$ cat src/rtl/time_set_ctrl.sv
// time_set_ctrl
//   Sequences the seconds/minutes time counter. In RUN a free-running
//   prescaler produces one sec_inc per second, with a minute carry when the
//   fed-back seconds value is 59. In SET_MIN / SET_SEC the increment button,
//   with auto-repeat, advances the selected field, and disp_en blinks it.
// Ports
//   clk, reset_n      : system clock, asynchronous active-low reset
//   btn_mode, btn_inc : debounced button levels, synchronous to clk
//   sec[5:0]          : current seconds from the time counter (carry source)
//   sec_inc, min_inc  : one-cycle advance pulses
//   mode[1:0]         : 0 RUN, 1 SET_MIN, 2 SET_SEC
//   disp_en           : blink enable for the field being set, 1 in RUN
module time_set_ctrl #(
  parameter int TICKS_PER_SEC = 50_000_000,
  parameter int REPEAT_DELAY  = 25_000_000,
  parameter int REPEAT_PERIOD = 10_000_000
) (
  input  logic       clk,
  input  logic       reset_n,
  input  logic       btn_mode,
  input  logic       btn_inc,
  input  logic [5:0] sec,
  output logic       sec_inc,
  output logic       min_inc,
  output logic [1:0] mode,
  output logic       disp_en
);

  localparam int PW   = $clog2(TICKS_PER_SEC);
  localparam int RMAX = (REPEAT_DELAY > REPEAT_PERIOD) ? REPEAT_DELAY : REPEAT_PERIOD;
  localparam int RW   = $clog2(RMAX + 1);

  localparam logic [PW-1:0] PRE_LAST = PW'(TICKS_PER_SEC - 1);
  localparam logic [PW-1:0] PRE_HALF = PW'(TICKS_PER_SEC / 2);
  localparam logic [PW-1:0] PRE_ONE  = PW'(1);
  localparam logic [RW-1:0] R_DELAY  = RW'(REPEAT_DELAY);
  localparam logic [RW-1:0] R_PERIOD = RW'(REPEAT_PERIOD);
  localparam logic [RW-1:0] R_ONE    = RW'(1);

  localparam logic [1:0] S_RUN     = 2'd0;
  localparam logic [1:0] S_SET_MIN = 2'd1;
  localparam logic [1:0] S_SET_SEC = 2'd2;

  logic [1:0]    state, state_nxt;
  logic [PW-1:0] presc;
  // rep == 0 means idle; otherwise it counts cycles since the last
  // increment event. rep_phase selects the delay (0) or period (1) target.
  logic [RW-1:0] rep;
  logic          rep_phase;
  logic          mode_prev, inc_prev;
  // Suppresses edges on the first clock after reset so a button held
  // through reset release is not seen as a press.
  logic          armed;

  logic mode_edge, inc_edge, terminal, rep_hit, in_set, inc_event;

  assign mode_edge = armed & btn_mode & ~mode_prev;
  assign inc_edge  = armed & btn_inc  & ~inc_prev;
  assign terminal  = (presc == PRE_LAST);
  assign rep_hit   = (rep != '0) && (rep == (rep_phase ? R_PERIOD : R_DELAY));
  assign in_set    = (state != S_RUN);
  assign inc_event = in_set & btn_inc & (inc_edge | rep_hit);

  always_comb begin
    state_nxt = S_RUN;
    case (state)
      S_RUN:     state_nxt = S_SET_MIN;
      S_SET_MIN: state_nxt = S_SET_SEC;
      default:   state_nxt = S_RUN;
    endcase
  end

  always_ff @(posedge clk or negedge reset_n) begin
    if (!reset_n) begin
      state     <= S_RUN;
      presc     <= '0;
      rep       <= '0;
      rep_phase <= 1'b0;
      mode_prev <= 1'b0;
      inc_prev  <= 1'b0;
      armed     <= 1'b0;
      sec_inc   <= 1'b0;
      min_inc   <= 1'b0;
    end else begin
      mode_prev <= btn_mode;
      inc_prev  <= btn_inc;
      armed     <= 1'b1;
      sec_inc   <= 1'b0;
      min_inc   <= 1'b0;
      if (mode_edge) begin
        // Mode change has priority over any tick or increment this cycle.
        state     <= state_nxt;
        presc     <= '0;
        rep       <= '0;
        rep_phase <= 1'b0;
      end else begin
        presc <= terminal ? '0 : presc + PRE_ONE;
        if (!in_set) begin
          rep       <= '0;
          rep_phase <= 1'b0;
          if (terminal) begin
            sec_inc <= 1'b1;
            min_inc <= (sec >= 6'd59);
          end
        end else begin
          if (!btn_inc) begin
            rep       <= '0;
            rep_phase <= 1'b0;
          end else if (inc_edge) begin
            rep       <= R_ONE;
            rep_phase <= 1'b0;
          end else if (rep_hit) begin
            rep       <= R_ONE;
            rep_phase <= 1'b1;
          end else if (rep != '0) begin
            rep <= rep + R_ONE;
          end
          if (inc_event) begin
            if (state == S_SET_MIN) min_inc <= 1'b1;
            else                    sec_inc <= 1'b1;
          end
        end
      end
    end
  end

  assign mode    = state;
  assign disp_en = !in_set || (presc < PRE_HALF);

endmodule

$ cat config.mk
export PLATFORM = sky130hd
export DESIGN_NAME = time_set_ctrl
export DESIGN_NICKNAME = d
export VERILOG_FILES = /design/src/rtl/time_set_ctrl.sv
export SDC_FILE = /design/constraint.sdc
export NUM_CORES = 1
export LEC_CHECK = 0
export CELL_PAD_IN_SITES_DETAIL_PLACEMENT = 1
export CELL_PAD_IN_SITES_GLOBAL_PLACEMENT = 1
export CORE_MARGIN = 2
export CORE_UTILIZATION = 40
export CTS_CLUSTER_SIZE = 20
export DETAILED_ROUTE_END_ITERATION = 10
export GPL_TIMING_DRIVEN = 0
export HOLD_SLACK_MARGIN = 0.15
export PLACE_DENSITY = 0.66
export SLEW_MARGIN = 15
export SYNTH_ARGS = -nofsm -noshare
export SYNTH_HDL_FRONTEND = slang
export SYNTH_SLANG_ARGS = --single-unit
$ cat constraint.sdc
create_clock -name clk -period 5.7 [get_ports clk]
set_input_delay 1.14 -clock clk [delete_from_list [all_inputs] [get_ports clk]]
set_output_delay 1.14 -clock clk [all_outputs]
set_load 0.03 [all_outputs]
==> run metrics <==
WHS=0.4853 ns; Post-Route WL=7331 µm; GR Overflow Total=0; grt met2 use=30.96%; Root Driver=clkbuf_8; placed wire-length estimate=5275 µm; residual DRC count=0; FILL cells=938; setup bufs post-CTS=0; drt via density=5.346; Net Sw Frac=24.97%; number of I/O port buffers=14; DRT Pass-1 Iters=4; Sw Pwr=270.8 µW; skew final=0.005698 ns; CTS max path bufs=2; DRT iter0 DRCs=67; crit path time final=3.623 ns; Post-synth top cells=dfrtp_1 (59), nor2_1 (43), nor3_1 (36); fmax=0.2760 GHz; Synth Instances=341; Floorplan Core Area=7687 µm²; pin count of the biggest net entering global routing=45; Hold Buf Count CTS=0; H-tree depth=3; ys async rst share=100.0%; CP arrival=2.48 ns; top-area cell type share of the netlist area=46.99%; CTS tree=yes; count of final setup violators=0; count leader, synth=dfrtp_1; Pwr Total=1084 µW; synth unique cells=40; syn nets=354; cts bufs inserted=9; Post-Syn Area=3142 µm²; Worst EP required=4.56 ns; critical path capture point type=output port; crit-path max FO=6; Die ar.=8579 µm²; combinational share of power=11.0%; yosys warns=0; predominant post-synthesis flop cell=dfrtp_1; via count=2534; setup total negative slack=0 ns; Slew Limit Headroom=39.76%; antenna violations before repair=0; final hold violation count=0; cell taking the most area after synthesis=dfrtp_1; fin crit share=63.56%; sequential element share of the synthesized area=46.99%; mean post-synth cell area=9.213 µm²; number of diodes=0; maxcap violations=0; Critical Path Start Type=flop; Antenna Nets Post-Route=0; RSZ-0062 raised after global routing=no; Hold Path Class=reg2reg; power share of the clock group=46.2%; io pins=15; GR Util met1=25.61%; gpl congestion=0.7693; clk_lat worst skew=0.34 ns; clk slew on worst S/H paths=0.07 ns; fin nets=380; GRT Total Usage=19.10%; sequential power share=42.7%; cells resized by post-CTS repair=0; Routed WL per cell=15.47 µm; Vert. Die Dim=92.63 µm; slew of the pin with the lowest slew margin=0.8953 ns; first-pass GRT wire length=13100 µm; post-synthesis register bit count=59; P&R area growth vs syn=17.60%; GRT busiest layer=met2; layout cells sized above 1=9.409%; EDFF count, synth=0; P_int=813.5 µW; pwr dens=293.5 nW/µm²; number of global-route vias before repair=2671; standard-cell row count=32; leak pwr=0.001508 µW; maximum vdd drop=0.1589 mV; TritonCTS Sinks=59; Die X=92.63 µm; Synth area leaders=dfrtp_1 (47%), xor2_1 (6.7%), xnor2_1 (6.4%); Crit Path Category=reg2out; status=complete, no violations; Slew Limit Fails=0; Starting Density=40.87%; GR Util met3=3.173%
[power groups by stage]
stage	clock network, µW	registers [µW]	logic [µW]
after floorplan	0	478	63.9
after detailed placement	0	471	123
final	501	463	120
after global routing	525	466	135
after global placement	0	471	118
after CTS	511	463	123
[area by class of cell]
cell class              count  area (µm²)  area share, %
clock inverters             4       95.09          2.574
clock buffers              12       165.2          4.470
flip-flops and latches     59        1476          39.96
inverters                  10       37.54          1.016
plain buffers              14       78.83          2.133
well taps                 102       127.6          3.454
repair buffers             15       165.2          4.470
multi-input cells         258        1549          41.92
[state kept, by name (all words and copies together), names as in the netlist]
register and count:
sec_inc 1, min_inc 1, presc 26, armed 1, mode_prev 1, rep 25, inc_prev 1, rep_phase 1
mode 2
[metrics by stage]
stage | utilization (%) | instances | worst slack [ns] | instance area (µm²)
6_report | 48.06 | 474 | 2.077 | 3695
5_1_grt | 48.06 | 474 | 1.921 | 3695
4_1_cts | 48.06 | 474 | 2.068 | 3695
3_5_place_dp | 44.68 | 458 | 2.349 | 3435
3_3_place_gp | 44.35 | 457 | 1.461 | 3410
2_1_floorplan | - | 341 | 2.771 | 3142
[critical path, cell delays in order (launching register included)]
cell,delay [ns]
dfrtp_1,0.45
nor4_1,0.42
a211o_1,0.20
a21oi_1,0.06
o21a_1,0.16
o21ai_0,0.15
clkdlybuf4s50_1,0.70
[layout by cell type, fill, tap and decap left out, types with 2 or more instances in the layout]
cell	count
inv_1	10
nor3_1	36
clkbuf_1	5
and4_1	3
and2_1	3
buf_2	3
nand3_1	26
nor2_1	43
clkbuf_8	12
or3_1	4
nand4_1	12
or2_2	2
clkdlybuf4s50_1	13
nor4_1	10
nor3b_1	2
o21ai_0	8
or4_1	3
buf_4	7
nand2b_1	2
nor4_2	2
nand2_1	26
a21oi_1	6
dfrtp_1	59
and3_1	4
a211o_1	2
ha_1	3
xor2_1	24
xnor2_1	23
bufinv_16	3
[kinds of logic (layout without fill, tap and decap cells)]
kind of cell | after synthesis | after routing | synth area share (%)
other | 1 | 1 | 0.1194
xor gates and xnor gates | 47 | 47 | 13.10
adders and majority gates | 3 | 3 | 1.195
buffers and inverters | 24 | 55 | 3.704
AOI/OAI and AO/OA | 21 | 21 | 4.222
DFF | 59 | 59 | 46.99
and+or+nand+nor | 185 | 185 | 30.35
muxes | 1 | 1 | 0.3186
[final timing paths]
kind / startpoint / endpoint / slack, ns / cells past startpoint
max: presc[9] / disp_en / 2.08 / 6
min: presc[0] / presc[0] / 0.49 / 1
max reg2reg: rep[5] / rep[1] / 3.36 / 7
min reg2reg: presc[0] / presc[0] / 0.49 / 1
max in group asynchronous: reset_n / rep[3] / 4.54 / 2
min in group asynchronous: reset_n / rep[20] / 0.66 / 1
[routing by layer]
metal | vias up | share of wire (%)
li1 | 1233 | -
met1 | 1267 | 48
met2 | 26 | 48
met3 | 8 | 2.1
met4 | 0 | 1.4
met5 | - | 0
Note: power is estimated with default switching activity, not from simulation.
